[config.mk]
export PLATFORM = sky130hd
export DESIGN_NAME = rp_dac_tdm_formatter
export DESIGN_NICKNAME = d
export VERILOG_FILES = /design/src/rtl/rp_dac_tdm_formatter.sv
export SDC_FILE = /design/constraint.sdc
export NUM_CORES = 1
export LEC_CHECK = 0
export BUFFER_PORTS_ARGS = -buffer_cell sky130_fd_sc_hd__buf_2
export CAP_MARGIN = 20
export CORE_ASPECT_RATIO = 0.9
export CORE_MARGIN = 1.5
export CORE_UTILIZATION = 48
export DETAILED_ROUTE_END_ITERATION = 10
export GPL_TIMING_DRIVEN = 0
export PLACE_DENSITY = 0.74
export SLEW_MARGIN = 20
export SYNTH_ARGS = -nofsm -noshare
export SYNTH_HDL_FRONTEND = slang
export SYNTH_SLANG_ARGS = --single-unit
[constraint.sdc]
create_clock -name dac_clk -period 1.35 [get_ports dac_clk]
set_input_delay 0.135 -clock dac_clk [delete_from_list [all_inputs] [get_ports dac_clk]]
set_output_delay 0.135 -clock dac_clk [all_outputs]
set_load 0.05 [all_outputs]
[src/rtl/rp_dac_tdm_formatter.sv]
// Time-multiplexed DAC formatter: N_CH-sample frames are saturated, code-converted and
// serialised onto one DAC bus with a channel index, startup hold and frame-aligned mute.
module rp_dac_tdm_formatter #(
    parameter int N_CH        = 2,
    parameter int IN_W        = 16,
    parameter int DAC_W       = 14,
    parameter int FORMAT      = 2,
    parameter int STARTUP_CYC = 16,
    localparam int SW         = (N_CH > 1) ? $clog2(N_CH) : 1
) (
    input  logic                 dac_clk,
    input  logic                 dac_rst,
    input  logic                 en_i,
    input  logic                 clr_i,
    input  logic [N_CH*IN_W-1:0] dat_i,
    input  logic                 valid_i,
    output logic                 ready_o,
    output logic [DAC_W-1:0]     dac_dat_o,
    output logic [SW-1:0]        dac_sel_o,
    output logic                 dac_frame_o,
    output logic                 mute_o,
    output logic [N_CH-1:0]      sat_o,
    output logic                 underrun_o
);

    localparam int CW = $clog2(STARTUP_CYC + 1);
    localparam logic [SW-1:0] LAST = SW'(N_CH - 1);
    localparam logic signed [IN_W-1:0] SMAX = IN_W'((1 << (DAC_W - 1)) - 1);
    localparam logic signed [IN_W-1:0] SMIN = ~SMAX;
    localparam logic [DAC_W-1:0] MID = (FORMAT == 1) ? {1'b1, {(DAC_W-1){1'b0}}} :
                                       (FORMAT == 2) ? {1'b0, {(DAC_W-1){1'b1}}} : '0;

    typedef enum logic [1:0] {STARTUP, RUN, MUTE} state_t;

    function automatic logic [DAC_W-1:0] fmt(input logic [DAC_W-1:0] v);
        if (FORMAT == 1)
            return {~v[DAC_W-1], v[DAC_W-2:0]};
        else if (FORMAT == 2)
            return {v[DAC_W-1], ~v[DAC_W-2:0]};
        else
            return v;
    endfunction

    state_t                 state;
    logic [SW-1:0]          slot;
    logic [CW-1:0]          cnt;
    logic [N_CH*IN_W-1:0]   frame;
    logic                   muted;
    logic                   fb;

    logic signed [IN_W-1:0] smp;
    logic [DAC_W-1:0]       clamped;
    logic [N_CH-1:0]        slot_vec;
    logic [N_CH-1:0]        sat_set;

    logic [SW-1:0]          s1_slot;
    logic                   s1_muted;
    logic [DAC_W-1:0]       s1_dat;

    assign fb      = (slot == LAST);
    assign ready_o = fb && (state != STARTUP);

    // Frame register and mute flag change only at frame boundaries, so every
    // slot of one frame sees a consistent (data, muted) pair.
    always_ff @(posedge dac_clk) begin
        if (dac_rst) begin
            state      <= STARTUP;
            slot       <= LAST;
            cnt        <= '0;
            frame      <= '0;
            muted      <= 1'b1;
            underrun_o <= 1'b0;
        end else begin
            slot       <= fb ? '0 : slot + SW'(1);
            underrun_o <= (underrun_o && !clr_i) || (fb && state == RUN && !valid_i);
            if (state == STARTUP && cnt != CW'(STARTUP_CYC))
                cnt <= cnt + CW'(1);
            if (fb) begin
                case (state)
                    STARTUP: begin
                        if (cnt == CW'(STARTUP_CYC))
                            state <= en_i ? RUN : MUTE;
                    end
                    default: begin
                        state <= en_i ? RUN : MUTE;
                        muted <= !en_i;
                        if (valid_i)
                            frame <= dat_i;
                    end
                endcase
            end
        end
    end

    always_comb begin
        smp      = '0;
        slot_vec = '0;
        for (int unsigned k = 0; k < N_CH; k++) begin
            if (slot == SW'(k)) begin
                smp         = frame[k*IN_W +: IN_W];
                slot_vec[k] = 1'b1;
            end
        end
        sat_set = slot_vec;
        if (smp > SMAX)
            clamped = SMAX[DAC_W-1:0];
        else if (smp < SMIN)
            clamped = SMIN[DAC_W-1:0];
        else begin
            clamped = smp[DAC_W-1:0];
            sat_set = '0;
        end
    end

    always_ff @(posedge dac_clk) begin
        if (dac_rst) begin
            s1_slot     <= LAST;
            s1_muted    <= 1'b1;
            s1_dat      <= '0;
            sat_o       <= '0;
            dac_dat_o   <= MID;
            dac_sel_o   <= '0;
            dac_frame_o <= 1'b0;
            mute_o      <= 1'b1;
        end else begin
            s1_slot     <= slot;
            s1_muted    <= muted;
            s1_dat      <= clamped;
            sat_o       <= (sat_o & {N_CH{!clr_i}}) | sat_set;
            dac_dat_o   <= s1_muted ? MID : fmt(s1_dat);
            dac_sel_o   <= s1_slot;
            dac_frame_o <= (s1_slot == '0);
            mute_o      <= s1_muted;
        end
    end

endmodule
==> results of run 1 <==
[registers in the layout (all words and copies together) (netlist names), 2 cells and up]
signal,cells
state,2
sat_o,2
frame,32
s1_dat,14
cnt,5
dac_dat_o,14
[per-layer routing]
metal | part of all wire (%) | routed length [µm]
met5 | 0 | 0
met4 | 1.5 | 90
met3 | 5.9 | 351
met1 | 47 | 2790
met2 | 46 | 2710
[stage by stage]
step                worst slack [ns]  instance area (µm²)  total power [mW]  util [%]
finish                       -0.0169                 3650              4.49      63.7
global route                  -0.118                 3650              4.66      63.7
CTS                       0.00000144                 3580              4.51      62.5
detailed placement            -0.172                 3250              2.54      56.8
global placement              -0.150                 3250              2.54      56.8
floorplan                    -0.0758                 2880              2.46         -
[cell families (layout without fill, tap and decap cells)]
group | after synthesis | in the layout
adder cells (fa/ha/maj) | 2 | 2
AND/OR/NAND/NOR | 128 | 128
AO/OA/AOI/OAI | 60 | 60
flip-flops | 77 | 77
buffers and inverters | 28 | 111
multiplexers | 17 | 17
[layout make-up]
type                       count  area [µm²]  share of cell area, %
buffer                        20         134                   3.67
clock buffer                  10         138                   3.77
inverter                       7        26.3                  0.720
multi-input combinational    207        1240                   34.0
sequential                    77        1550                   42.4
tap                           70        87.6                   2.40
clock inverter                 6        93.8                   2.57
timing repair buffer          68         380                   10.4
[critical path: cells and delay by family (launching register included)]
kind	cells	cell delay (ns)
fa+ha+maj	1	0.14
buf+inv	1	0.05
flops	1	0.34
mux	1	0.32
simple gates	2	0.42
[timing repair]
item                                    4_1_cts  5_1_grt
resized for setup                            15       14
endpoints found under the setup margin       16       45
buffers inserted                              6        6
pin swaps                                     1        1
[synth_stat cells]
| cell | number |
|---|---|
| a21oi_1 | 35 |
| a32o_1 | 1 |
| and2_1 | 3 |
| and4bb_2 | 1 |
| buf_1 | 3 |
| buf_2 | 10 |
| buf_4 | 1 |
| buf_6 | 2 |
| clkbuf_1 | 5 |
| dfxtp_1 | 77 |
| ha_1 | 2 |
| inv_1 | 7 |
| mux2_2 | 16 |
| mux2i_1 | 1 |
| nand2_1 | 98 |
| nand2b_1 | 1 |
| nand2b_4 | 1 |
| nand3b_1 | 2 |
| nand4_1 | 2 |
| nor2_1 | 10 |
| nor2b_1 | 4 |
| nor3_4 | 1 |
| nor3b_1 | 1 |
| nor4bb_1 | 1 |
| o211a_1 | 1 |
| o211ai_1 | 1 |
| o211ai_2 | 1 |
| o21a_1 | 1 |
| o21ai_0 | 1 |
| o22a_1 | 2 |
| o22ai_1 | 5 |
| o22ai_2 | 10 |
| o31ai_1 | 1 |
| o32ai_1 | 1 |
| or2_1 | 1 |
| or2_2 | 2 |
[path summary, 6_finish.rpt]
kind / slack [ns] / cells past startpoint / start / to
max: -0.02 / 5 / cnt[0] / cnt[0]
max reg2reg: -0.02 / 5 / cnt[0] / cnt[0]
min reg2reg: 0.37 / 1 / s1_dat[1] / dac_dat_o[1]
min: 0.01 / 3 / dat_i[27] / frame[27]
[power groups by stage]
stage / sequential (mW) / clock [mW] / combinational (mW)
final: 2.30 / 1.97 / 0.222
after global routing: 2.30 / 2.11 / 0.242
after CTS: 2.29 / 1.99 / 0.223
after detailed placement: 2.35 / 0 / 0.193
after global placement: 2.35 / 0 / 0.189
after floorplan: 2.36 / 0 / 0.0972
==> impl_metrics.yaml, run 1 <==
run_status:
  status: "finished with violations"
  violations: "setup timing"
floorplanning:
  die_y_um: 76.4
  die-width_um: 84.5
  rows: 26
  start_util_pct: 50.2
  core_um2: 5730
  top_level_ports: 58
  die_area_um2: 6460
critical_path:
  cp-end-kind: "register"
  start_kind: "register"
  critical-path-slowest-cell: "dfxtp_2"
  worstPathArrival_ns: 1.60
  crit_fanout: 3
  setup.worst_path.class: "register to register"
  critPathMaxStageDelay_ns: 0.34
  worstPathRequired_ns: 1.59
  crit_chain: "inv_2 > ha_4 > and4bb_2 > nor3_4 > mux2_4"
power_and_ir_drop:
  p_sw_mw: 0.999
  combPwrFrac_pct: 4.9
  clockPowerShare_pct: 43.9
  p_per_area_nw_per_um2: 1230
  power.share.sequential_pct: 51.1
  p_int_mw: 3.49
  p_sw_share_pct: 22.2
  leakagePower_nw: 1.47
  vdd_drop_max_v: 0.00121
synthesis:
  yosysSeqAreaShare_pct: 53.7
  synth_top_family_by_area: "simple AND/OR/NAND/NOR gates"
  synth_top_cell_by_area: "dfxtp_1"
  synth_fp_nets: 351
  synth_adder_area_share_pct: 0.871
  synth_area_leaders: "dfxtp_1, nand2_1, mux2_2"
  yosys_warnings: 0
  muxShareOfSynthArea_pct: 6.62
  synth_xor_xnor_area_share_pct: 0
  synth_cells: 312
  yosys.area_share.simple_pct: 19.6
  synth_compound_area_share_pct: 14.5
  ys_types: 36
  synth_area_um2: 2870
  avgSynthCellArea_um2: 9.21
  ys_seq_elements: 77
  synth_top_area_share_pct: 53.7
layout:
  stdcell_count: 465
  final.fill_count: 485
  final_cell_mix: "nand2_1, dfxtp_1, buf_2, a21oi_1"
  final_nets: 429
  drive_gt1_share_pct: 35.4
  layout_commonest_cell: "nand2_1"
  diodes: 0
  areaGrowthSynthToFinish_pct: 27.0
placed_design:
  place_hpwl_um: 4010
  placed_cells: 438
  place.gp.congestion: 0.785
  io_buffer_count: 56
global_routing:
  busiest_layer: "met2"
  grt_util_met2_pct: 30.4
  grt_max_degree: 15
  grt_pass1_wl_um: 9980
  grt_antenna_before_repair: 0
  grt.overflow.total: 0
  grt_use_total_pct: 19.7
  met1_usage_pct: 25.9
  grt_pass1_vias: 2144
  grtUsageMet3_pct: 5.74
timing:
  fin_crit_sh_pct: 101
  drv_slew: 0
  clock_skew_ns: 0.00905
  whs_ns: 0.0117
  fin_crit_ns: 1.37
  finalHoldViolCount: 0
  relSlewSlack_pct: 62.1
  setup_ws_ns: -0.0169
  fmax_mhz: 732
  worstMarginPinSlew_ns: 0.568
  rsz0062_at_grt: "true"
  finalSetupViolCount: 2
  setup_tns_ns: -0.0225
clocking:
  cts_tree: "done"
  cts_max_level: 3
  cts_hold_buf: 0
  clk_pin_slew_worst_paths_ns: 0.08
  clockBufferDepth: 2
  cts_num_sinks: 77
  clk_latency_ns: 0.35
  cts_buffers: 9
  root_buffer: "clkbuf_8"
route:
  dr.pass1.iters: 4
  drc: 0
  drt_iter0_drc: 110
  routed_via_density: 4.87
  drt-total-wl_um: 5940
  ant_nets: 0
  detail_route.wl_per_cell_um: 12.8
  dr_total_vias: 2263
run:
  drv_cap: 0
worst_hold_path:
  min_path_type: "input port to register"
Power figures use the tool's default switching activity.
==> run 2: changes to the inputs <==
==> constraint.sdc (replaced) <==
create_clock -name dac_clk -period 1.35 [get_ports dac_clk]
set_input_delay 0.0675 -clock dac_clk [delete_from_list [all_inputs] [get_ports dac_clk]]
set_output_delay 0.0675 -clock dac_clk [all_outputs]
set_load 0.05 [all_outputs]
==> impl_metrics.yaml, run 2 (synthesized netlist as in run 1, its figures left out) <==
floorplanning:
  top_level_ports: 58
  start_util_pct: 50.2
  die-width_um: 84.5
  core_um2: 5730
  die_area_um2: 6460
  rows: 26
  die_y_um: 76.4
global_routing:
  grt.overflow.total: 0
  grt_pass1_vias: 2335
  grt_use_total_pct: 21.2
  grt_antenna_before_repair: 0
  grt_pass1_wl_um: 10800
  grt_max_degree: 15
clocking:
  clk_pin_slew_worst_paths_ns: 0.08
  cts_tree: "done"
  clk_latency_ns: 0.35
  root_buffer: "clkbuf_8"
  cts_buffers: 9
  cts_max_level: 3
  clockBufferDepth: 2
  cts_num_sinks: 77
placed_design:
  placed_cells: 438
  io_buffer_count: 56
  place_hpwl_um: 4010
  pre_cts_ws_ns: -0.172
  place.gp.congestion: 0.785
critical_path:
  worstPathRequired_ns: 1.59
  start_kind: "register"
  crit_fanout: 3
  worstPathArrival_ns: 1.59
  setup.worst_path.class: "register to register"
  cp-end-kind: "register"
route:
  dr_total_vias: 2415
  drc: 0
  routed_via_density: 4.86
  dr.pass1.iters: 4
  drt_iter0_drc: 107
  detail_route.wl_per_cell_um: 13.1
  drt-total-wl_um: 6530
  ant_nets: 0
worst_hold_path:
  min_path_type: "input port to register"
layout:
  diodes: 0
  reg_top3: "frame x32, dac_dat_o x14, s1_dat x14"
  largest_reg_flops: 32
  final_cell_mix: "nand2_1, dfxtp_1, buf_2, a21oi_1, dlygate4sd3_1"
  stdcell_count: 497
  top_register: "frame"
  final_nets: 461
  layout_commonest_cell: "nand2_1"
  utilization_pct: 69.8
  areaGrowthSynthToFinish_pct: 39.2
  drive_gt1_share_pct: 32.8
run_status:
  status: "completed"
timing:
  rsz0062_at_grt: "true"
  fin_crit_sh_pct: 99.9
  drv_slew: 0
  worstMarginPinSlew_ns: 0.600
  clock_skew_ns: 0.00904
  finalSetupViolCount: 0
  setup_ws_ns: 0.000726
  fmax_mhz: 741
  finalHoldViolCount: 0
  fin_crit_ns: 1.35
  relSlewSlack_pct: 60.0
power_and_ir_drop:
  vdd_drop_max_v: 0.00123
  p_per_area_nw_per_um2: 1150
  leakagePower_nw: 1.61
run:
  drv_cap: 0
==> run 2: worst paths after layout <==
| check | start | to | slack [ns] | cells after the start |
|---|---|---|---|---|
| setup / recovery | cnt[0] | cnt[0] | 0.0007 | 5 |
| hold / removal | valid_i | underrun_o | 0.09 | 4 |
| setup reg to reg | cnt[0] | cnt[0] | 0.0007 | 5 |
| hold reg to reg | s1_dat[1] | dac_dat_o[1] | 0.37 | 1 |
==> run 2: per-layer routing <==
metal	global-route usage (%)	routed length, µm
met3	5.85	321
met5	0	0
met4	8.71	121
met1	27.0	2940
met2	34.0	3150
==> run 2: cell type report <==
type	count	area [µm²]
repair buffers	99	716
multi-input cells	207	1250
flip-flops and latches	77	1550
clock buffers	10	138
fillers	435	1730
inverters	7	26.3
clock inverters	6	93.8
plain buffers	21	135
well taps	70	87.6
==> run 2: metrics by stage <==
stage	hold slack [ns]	area (µm²)	setup TNS, ns	total power [mW]
final	0.0882	4000	0	4.59
after global routing	0.127	4000	-0.197	4.76
after CTS	0.0792	3890	0	4.58
after detailed placement	0.311	3250	-1.18	2.54
after global placement	0.309	3250	-0.518	2.54
after floorplan	0.199	2880	-0.0758	2.46
==> run 2: report_power, final <==
part           leakage (nW)  internal [mW]  switching (mW)
Clock                 0.113           1.11           0.872
Combinational         0.872          0.174           0.140
Sequential            0.624           2.29          0.0101
==> run 2: worst max-delay path: stages, from the launching register on <==
cell and delay, ns:
dfxtp_2 0.34, inv_2 0.05, ha_4 0.14, and4bb_2 0.23, nor3_4 0.17, mux2_4 0.31
==> run 2: what timing repair did <==
item | 4_1_cts | 5_1_grt
buffers inserted | 4 | 3
gates cloned | 0 | 2
endpoints found under the setup margin | 16 | 44
resized for setup | 11 | 15
hold buffers | 34 | 0
pin swaps | 1 | 2
endpoints found under the hold margin | 35 | 0
==> run 3: changes to the inputs <==
Settings changed: CELL_PAD_IN_SITES_DETAIL_PLACEMENT set to 0, CELL_PAD_IN_SITES_GLOBAL_PLACEMENT set to 1, CORE_UTILIZATION 48 to 36, PLACE_DENSITY 0.74 to unset, PLACE_DENSITY_LB_ADDON set to 0.1.
==> impl_metrics.yaml, run 3 (synthesized netlist as in run 1, its figures left out) <==
layout:
  largest_reg_flops: 32
  stdcell_count: 524
  multi_input_area_um2: 1220
  diodes: 0
  seqCellArea_um2: 1550
  reg_top3: "frame x32, dac_dat_o x14, s1_dat x14"
  drive_gt1_share_pct: 32.2
  final.fill_count: 754
  layout_commonest_cell: "nand2_1"
  final_nets: 462
  final_cell_mix: "nand2_1, dfxtp_1, buf_2, a21oi_1, dlygate4sd3_1"
  areaGrowthSynthToFinish_pct: 37.9
  utilization_pct: 52.0
  top_register: "frame"
route:
  dr.pass1.iters: 4
  drt-total-wl_um: 6630
  routed_via_density: 4.44
  dr_total_vias: 2326
  ant_nets: 0
  detail_route.wl_per_cell_um: 12.7
  drt_iter0_drc: 71
  drc: 0
critical_path:
  path_delay_family: "simple AND/OR/NAND/NOR gates"
  worstPathRequired_ns: 1.61
  crit_chain: "inv_2 > ha_4 > and4bb_2 > nor3_4 > mux2_4"
  setup.worst_path.class: "register to register"
  critical-path-slowest-cell: "dfxtp_2"
  cp-end-kind: "register"
  critPathMaxStageDelay_ns: 0.35
  crit_fanout: 3
  worstPathArrival_ns: 1.64
  start_kind: "register"
  cp_num_buf_inv: 1
floorplanning:
  top_level_ports: 58
  die_y_um: 87.7
  die-width_um: 97.2
  start_util_pct: 37.7
  die_area_um2: 8530
  core_um2: 7620
  rows: 30
timing:
  relSlewSlack_pct: 58.5
  finalSetupViolCount: 1
  finalHoldViolCount: 0
  rsz0062_at_grt: "true"
  setup_ws_ns: -0.0304
  fin_crit_sh_pct: 102
  fin_crit_ns: 1.38
  fmax_mhz: 724
  worstMarginPinSlew_ns: 0.623
  drv_slew: 0
  clock_skew_ns: 0.00989
clocking:
  cts_buffers: 9
  clockBufferDepth: 2
  clk_pin_slew_worst_paths_ns: 0.08
  clk_latency_ns: 0.36
  cts_tree: "done"
  cts_num_sinks: 77
  root_buffer: "clkbuf_8"
  cts_max_level: 3
global_routing:
  grt_use_total_pct: 16.2
  grt_max_degree: 15
  grt.overflow.total: 0
  grt_pass1_vias: 2171
  grt_pass1_wl_um: 10500
  grt_antenna_before_repair: 0
power_and_ir_drop:
  power.total_mw: 4.42
  leakagePower_nw: 1.59
  p_per_area_nw_per_um2: 1120
  vdd_drop_max_v: 0.000592
run:
  drv_cap: 0
placed_design:
  placed_cells: 464
  pre_cts_ws_ns: -0.189
  io_buffer_count: 56
  place_hpwl_um: 4490
  place.gp.congestion: 0.760
run_status:
  violations: "setup timing"
  status: "finished with violations"
worst_hold_path:
  min_path_type: "input port to register"
run 3: cell types whose count changed in the layout (fill, tap and decap cells not counted), moves of 2 or more:
cell / delta
buf_2: -2
clkinv_4: +2
buf_4: +2
clkbuf_4: +3
run 3: routing by layer:
| layer | GRT usage, % | vias up | wire length, µm |
|---|---|---|---|
| met2 | 26.2 | 47 | 2990 |
| met4 | 6.32 | 0 | 97 |
| li1 | - | 1256 | - |
| met3 | 5.67 | 8 | 256 |
| met5 | 0 | - | 0 |
| met1 | 20.1 | 1015 | 3280 |
run 3: layout make-up:
class	instances	share of cell area [%]
inverter	7	0.663
sequential	77	39.1
clock buffer	10	3.47
timing repair buffer	100	17.7
multi-input combinational	207	30.8
tap	96	3.03
buffer	21	3.50
clock inverter	6	1.77
run 3: final timing paths:
path,start,to,slack [ns],cells after the start
max,cnt[0],cnt[0],-0.03,5
min,valid_i,underrun_o,0.09,4
max reg2reg,cnt[0],cnt[0],-0.03,5
min reg2reg,s1_dat[9],dac_dat_o[9],0.36,1
run 3: stage by stage:
stage          setup TNS, ns  cell area, µm²  hold slack, ns
2_1_floorplan        -0.0758            2880           0.199
4_1_cts              -0.0886            3880          0.0837
3_5_place_dp           -1.10            3280           0.312
3_3_place_gp          -0.897            3280           0.311
6_report             -0.0304            3960          0.0876
5_1_grt               -0.181            3960          0.0977
run 3: report_power, final:
group          switching (mW)  internal, mW
logic                   0.138         0.175
registers             0.00891          2.29
clock network           0.901         0.917
run 3: worst reg2reg max path, cell delays in order (launching register included):
cell and delay (ns):
dfxtp_2 0.35, inv_2 0.05, ha_4 0.14, and4bb_2 0.24, nor3_4 0.18, mux2_4 0.31
run 3: timing repair:
item,CTS,global route
pin swaps,1,0
hold buffers,34,0
gates resized for setup,9,11
endpoints found under the setup margin,19,45
cloned,0,1
endpoints found under the hold margin,36,0
buffers inserted,3,6
